`src/rtl/uart_rx_regif_pkg.sv`:
```
// Shared definitions for the UART receiver register interface:
// register offsets, bit positions and the bus FSM state encoding.
package uart_rx_regif_pkg;

  // Word offsets (byte address bits [3:2])
  localparam logic [1:0] REG_RXDATA = 2'd0;
  localparam logic [1:0] REG_STATUS = 2'd1;
  localparam logic [1:0] REG_CTRL   = 2'd2;
  localparam logic [1:0] REG_IE     = 2'd3;

  // STATUS bit positions
  localparam int ST_EMPTY = 0;
  localparam int ST_THR   = 1;
  localparam int ST_BUSY  = 2;
  localparam int ST_OV    = 3;
  localparam int ST_FRE   = 4;
  localparam int ST_PE    = 5;

  // CTRL bit positions
  localparam int CTRL_W        = 5;
  localparam int CTRL_RX_EN    = 0;
  localparam int CTRL_PAR_EN   = 1;
  localparam int CTRL_PAR_TYPE = 2;
  localparam int CTRL_THR_LSB  = 3;

  // IE bit positions
  localparam int IE_W   = 3;
  localparam int IE_THR = 0;
  localparam int IE_OV  = 1;
  localparam int IE_ERR = 2;

  // RXDATA field positions
  localparam int RXDATA_VALID = 31;
  localparam int RXDATA_PE    = 9;
  localparam int RXDATA_FRE   = 8;

  typedef enum logic [1:0] {
    IDLE  = 2'd0,
    WAITQ = 2'd1,
    LATCH = 2'd2,
    RESP  = 2'd3
  } state_e;

endpackage

```
`src/rtl/uart_rx_regif.sv`:
```
// CPU-facing register slave for the UART receiver: pops frames from the
// receiver FIFO, drives receiver control, keeps sticky errors, raises irq.
module uart_rx_regif
  import uart_rx_regif_pkg::*;
#(
  parameter int ADDR_W = 4,
  parameter int DATA_W = 32
) (
  input  logic              clk,
  input  logic              resetn,
  input  logic              bus_cs,
  input  logic              bus_we,
  input  logic [ADDR_W-1:0] bus_addr,
  input  logic [DATA_W-1:0] bus_wdata,
  output logic [DATA_W-1:0] bus_rdata,
  output logic              bus_ready,
  input  logic [7:0]        rx_data,
  input  logic              rx_fre,
  input  logic              rx_pe,
  input  logic              rx_ov,
  input  logic              rx_thr,
  input  logic              rx_busy,
  input  logic              rx_empty,
  output logic              read_en,
  output logic              rx_en,
  output logic              parity_en,
  output logic              parity_type,
  output logic [1:0]        rx_thr_val,
  output logic              irq
);

  state_e              state_q, state_d;
  logic [CTRL_W-1:0]   ctrl_q, ctrl_d;
  logic [IE_W-1:0]     ie_q, ie_d;
  logic [DATA_W-1:0]   rdata_q, rdata_d;
  logic                ready_q, ready_d;
  logic                ov_stk_q, ov_stk_d;
  logic                fre_stk_q, fre_stk_d;
  logic                pe_stk_q, pe_stk_d;
  logic                busy_p1_q, busy_p2_q;
  logic                irq_q, irq_d;
  logic                read_en_s;
  logic [2:0]          w1c_s;      // {pe, fre, ov} clear strobes
  logic                inhibit_s;
  logic [1:0]          reg_sel_s;
  logic [DATA_W-1:0]   status_word_s;
  logic [DATA_W-1:0]   rx_word_s;
  logic                unused_bits;

  assign reg_sel_s   = bus_addr[3:2];
  assign unused_bits = ^{bus_addr[1:0], bus_wdata[DATA_W-1:CTRL_W]};

  // The receiver may write its FIFO just after going idle; hold pops off then.
  assign inhibit_s = ~rx_busy & (busy_p1_q | busy_p2_q);

  // Assemble STATUS and RXDATA read words.
  always_comb begin
    status_word_s           = {DATA_W{1'b0}};
    status_word_s[ST_EMPTY] = rx_empty;
    status_word_s[ST_THR]   = rx_thr;
    status_word_s[ST_BUSY]  = rx_busy;
    status_word_s[ST_OV]    = ov_stk_q;
    status_word_s[ST_FRE]   = fre_stk_q;
    status_word_s[ST_PE]    = pe_stk_q;
    rx_word_s               = {DATA_W{1'b0}};
    rx_word_s[RXDATA_VALID] = 1'b1;
    rx_word_s[RXDATA_PE]    = rx_pe;
    rx_word_s[RXDATA_FRE]   = rx_fre;
    rx_word_s[7:0]          = rx_data;
  end

  // Bus FSM next state, register writes, read data and pop strobe.
  always_comb begin
    state_d   = state_q;
    ctrl_d    = ctrl_q;
    ie_d      = ie_q;
    rdata_d   = rdata_q;
    read_en_s = 1'b0;
    w1c_s     = 3'b000;
    case (state_q)
      IDLE: begin
        if (bus_cs) begin
          if (!bus_we && (reg_sel_s == REG_RXDATA)) begin
            state_d = WAITQ;
          end else begin
            state_d = RESP;
            if (bus_we) begin
              case (reg_sel_s)
                REG_STATUS: w1c_s  = {bus_wdata[ST_PE], bus_wdata[ST_FRE], bus_wdata[ST_OV]};
                REG_CTRL:   ctrl_d = bus_wdata[CTRL_W-1:0];
                REG_IE:     ie_d   = bus_wdata[IE_W-1:0];
                default:    ctrl_d = ctrl_q;
              endcase
            end else begin
              case (reg_sel_s)
                REG_STATUS: rdata_d = status_word_s;
                REG_CTRL:   rdata_d = {{(DATA_W-CTRL_W){1'b0}}, ctrl_q};
                REG_IE:     rdata_d = {{(DATA_W-IE_W){1'b0}}, ie_q};
                default:    rdata_d = {DATA_W{1'b0}};
              endcase
            end
          end
        end else begin
          state_d = IDLE;
        end
      end
      WAITQ: begin
        if (inhibit_s) begin
          state_d = WAITQ;
        end else if (rx_empty) begin
          rdata_d = {DATA_W{1'b0}};
          state_d = RESP;
        end else begin
          read_en_s = 1'b1;
          state_d   = LATCH;
        end
      end
      LATCH: begin
        rdata_d = rx_word_s;
        state_d = RESP;
      end
      RESP:    state_d = IDLE;
      default: state_d = IDLE;
    endcase
  end

  // Sticky flags (set beats clear), completion pulse and interrupt level.
  always_comb begin
    ov_stk_d  = (ov_stk_q & ~w1c_s[0]) | rx_ov;
    fre_stk_d = (fre_stk_q & ~w1c_s[1]) | ((state_q == LATCH) & rx_fre);
    pe_stk_d  = (pe_stk_q & ~w1c_s[2]) | ((state_q == LATCH) & rx_pe);
    ready_d   = (state_d == RESP) & (state_q != RESP);
    irq_d     = (ie_q[IE_THR] & rx_thr) | (ie_q[IE_OV] & ov_stk_q) |
                (ie_q[IE_ERR] & (fre_stk_q | pe_stk_q));
  end

  // State and register storage.
  always_ff @(posedge clk or negedge resetn) begin
    if (!resetn) begin
      state_q   <= IDLE;
      ctrl_q    <= {CTRL_W{1'b0}};
      ie_q      <= {IE_W{1'b0}};
      rdata_q   <= {DATA_W{1'b0}};
      ready_q   <= 1'b0;
      ov_stk_q  <= 1'b0;
      fre_stk_q <= 1'b0;
      pe_stk_q  <= 1'b0;
      busy_p1_q <= 1'b0;
      busy_p2_q <= 1'b0;
      irq_q     <= 1'b0;
    end else begin
      state_q   <= state_d;
      ctrl_q    <= ctrl_d;
      ie_q      <= ie_d;
      rdata_q   <= rdata_d;
      ready_q   <= ready_d;
      ov_stk_q  <= ov_stk_d;
      fre_stk_q <= fre_stk_d;
      pe_stk_q  <= pe_stk_d;
      busy_p1_q <= rx_busy;
      busy_p2_q <= busy_p1_q;
      irq_q     <= irq_d;
    end
  end

  assign bus_rdata   = rdata_q;
  assign bus_ready   = ready_q;
  assign read_en     = read_en_s;
  assign rx_en       = ctrl_q[CTRL_RX_EN];
  assign parity_en   = ctrl_q[CTRL_PAR_EN];
  assign parity_type = ctrl_q[CTRL_PAR_TYPE];
  assign rx_thr_val  = ctrl_q[CTRL_THR_LSB+1:CTRL_THR_LSB];
  assign irq         = irq_q;

endmodule

```
`config.mk`:
```
export PLATFORM = sky130hd
export DESIGN_NAME = uart_rx_regif
export DESIGN_NICKNAME = d
export VERILOG_FILES = /design/src/rtl/uart_rx_regif_pkg.sv /design/src/rtl/uart_rx_regif.sv
export SDC_FILE = /design/constraint.sdc
export NUM_CORES = 1
export LEC_CHECK = 0
export BUFFER_PORTS_ARGS = -buffer_cell sky130_fd_sc_hd__buf_2
export CELL_PAD_IN_SITES_DETAIL_PLACEMENT = 1
export CELL_PAD_IN_SITES_GLOBAL_PLACEMENT = 1
export CORE_ASPECT_RATIO = 1.75
export CORE_MARGIN = 2
export CORE_UTILIZATION = 31
export DETAILED_ROUTE_END_ITERATION = 8
export PLACE_DENSITY = 0.88
export SLEW_MARGIN = 20
export SYNTH_ARGS = -nofsm -noshare
export SYNTH_HDL_FRONTEND = slang
export SYNTH_SLANG_ARGS = --single-unit
```
`constraint.sdc`:
```
create_clock -name clk -period 2.5 [get_ports clk]
set_clock_uncertainty 0.1 [all_clocks]
set_input_delay 0.375 -clock clk [delete_from_list [all_inputs] [get_ports clk]]
set_output_delay 0.375 -clock clk [all_outputs]
set_load 0.01 [all_outputs]
```
==> impl_metrics.toml <==
[clock_tree]
postCtsSetupBuffers = 0
clockBufferDepth = 2
cts_resized = 0
clk_latency_ps = 280
cts-buffers-inserted = 3
tritoncts = "done"
cts_hold_buf = 0
htree_num_levels = 1
clkTransAtPathRegs_ps = 90
clock-sinks = 28
cts-root-buf = "clkbuf_8"

[finish]
design_area_mm2 = 0.00184
syn_to_final_growth_pct = 15.3
num_antenna_cells = 0
fin_util_pct = 37.0
finalNetCount = 250
drive_gt1_share_pct = 38.1

[timing]
setup_viol = 0
rsz0062_at_grt = "false"
maxSlewViolCount = 0
fin_crit_ps = 1980
tightest_slew_ps = 623
fmax_mhz = 505
hold_viol_final = 0
relSlewSlack_pct = 58.5
period_share_pct = 79.3
fin_setup_tns_ps = 0

[drt]
routedWlPerCell_um = 14.2
viasPerCell = 4.68
firstDrtPassIters = 2
drt_iter0_markers = 30
wl_um = 3440
vias = 1137
ant_nets = 0
drc = 0

[worst_setup_path]
cp_max_fo = 11
cp.arrival_ps = 2100
critical_path_class = "flip-flop to flip-flop"
cp.required_ps = 2620
worstSetupStartpointType = "flip-flop"
cp-end-kind = "flip-flop"
reg2reg_depth = 7
rrSetupSlack_ps = 520
r2r-end = "bus_rdata[1]"
rr_startpoint = "state_q[0]"

[global_route]
overflow = 0
antenna_found_initial = 0
grt_max_degree = 29
grtUsageTotal_pct = 12.7
grt_pass1_wl_um = 5570
grt_pass1_vias = 1222

[job]
maxCapViolCount = 0

[power]
power.density_mw_per_mm2 = 1110
leakage_uw = 0.000948
vdd_drop_max_mv = 0.624

[logic_synthesis]
synth.distinct_cells = 33
async_flop_share_pct = 100
synth-compound-area-share_pct = 9.39
synthXorXnorAreaFrac_pct = 0
avgSynthCellArea_um2 = 11.1
ys.warnings.count = 0
yosysSeqAreaShare_pct = 43.8
synthSimpleGateAreaFrac_pct = 11.3
ys_seq_elements = 28
synth_top_family_by_area = "multiplexers"
muxShareOfSynthArea_pct = 16.8
syn-cell-area_mm2 = 0.00160
synth-main-ff-cell = "dfrtp_1"
synthCells = 144
synth_fa_ha_area_share_pct = 4.69
synth_edf_count = 0

[placement]
hpwl_um = 2800
portBuffers = 44
routabilityCongestion = 0.801
placed_area_mm2 = 0.00179

[min_path]
min_path_type = "primary input to async pin"

[floorplan]
io_pins = 94
die_h_um = 99.0
initial_core_util_pct = 32.1
die_area_mm2 = 0.00577
rows = 34
die_w_um = 58.3
core_mm2 = 0.00498

[run_status]
status = "complete, no violations"
## layer usage
| metal | vias up | track usage, % | routed length, µm |
|---|---|---|---|
| li1 | 538 | - | - |
| met1 | 544 | 13.6 | 1220 |
| met2 | 48 | 23.1 | 1890 |
| met3 | 7 | 1.31 | 225 |
| met4 | 0 | 7.33 | 109 |
| met5 | - | 0 | 0 |
## worst max-delay path by stage
stage / start / endpoint / slack (ps) / cells after the start
finish: state_q[0] / bus_rdata[1] / 520 / 7
global route: state_q[0] / bus_rdata[1] / 330 / 7
CTS: state_q[0] / bus_rdata[1] / 510 / 7
detailed placement: state_q[0] / bus_rdata[4] / 540 / 6
global placement: state_q[0] / bus_rdata[0] / 600 / 7
floorplan: state_q[0] / bus_rdata[0] / 710 / 7
## critical path, cell delays in order (launching register included)
cell	delay [ps]
dfrtp_1	430
inv_1	130
ha_1	340
buf_4	180
nor3b_1	370
a22oi_1	160
nand2_1	90
mux2_4	130
## cells in the mapped netlist, types with 2 or more instances
cell / n / area (µm²)
dfrtp_1: 28 / 701
buf_4: 21 / 158
nand2_1: 14 / 52.6
mux2_2: 11 / 124
inv_1: 8 / 30.0
nand3_1: 8 / 40.0
mux2_4: 7 / 105
ha_1: 6 / 75.1
a22oi_1: 5 / 37.5
mux2i_1: 4 / 40.0
o21ai_0: 4 / 20.0
a22o_1: 2 / 17.5
and2b_1: 2 / 15.0
buf_6: 2 / 22.5
nand2b_1: 2 / 12.5
nor2b_1: 2 / 12.5
nor3b_1: 2 / 15.0
## where the power goes
part	switching, µW	total (µW)	leakage, µW	internal, µW
clock	138	279	0.0000288	141
combinational	512	1020	0.000575	512
sequential	117	746	0.000345	629
## cell families (layout without fill, tap and decap cells)
group           Yosys count  after routing
simple gates             35             35
buf+inv                  33             58
flops                    28             28
mux                      22             22
compound gates           19             19
fa+ha+maj                 6              6
other cells               1             21
## state kept, by name, indices dropped and copies added (netlist names), 2 cells and up
| signal | cells |
|---|---|
| ctrl_q | 5 |
| ie_q | 3 |
| state_q | 2 |
| bus_rdata | 11 |
## stage by stage
stage                     std cells  total power (µW)  setup WS (ps)  hold WS (ps)
after floorplan                 164              1520            711         -20.6
after global placement          239              1750            597           262
after detailed placement        239              1800            538           271
after global routing            243              2220            330          46.5
after CTS                       243              2090            514          32.9
final                           243              2050            518          1.45
## layout by cell type, fill, tap and decap left out, types with 5 or more instances in the layout
| cell type | instances |
|---|---|
| ha_1 | 6 |
| conb_1 | 21 |
| buf_2 | 44 |
| inv_1 | 8 |
| nand3_1 | 8 |
| mux2_4 | 7 |
| dfrtp_1 | 28 |
| mux2_2 | 11 |
| a22oi_1 | 5 |
| nand2_1 | 14 |
## layout make-up
class | instances | area (µm²)
fill | 582 | 3130
sequential | 28 | 701
clock buffer | 4 | 55.1
timing repair buffer | 46 | 235
inverter | 8 | 30.0
multi-input combinational | 103 | 754
tap | 54 | 67.6
Power figures use the tool's default switching activity.
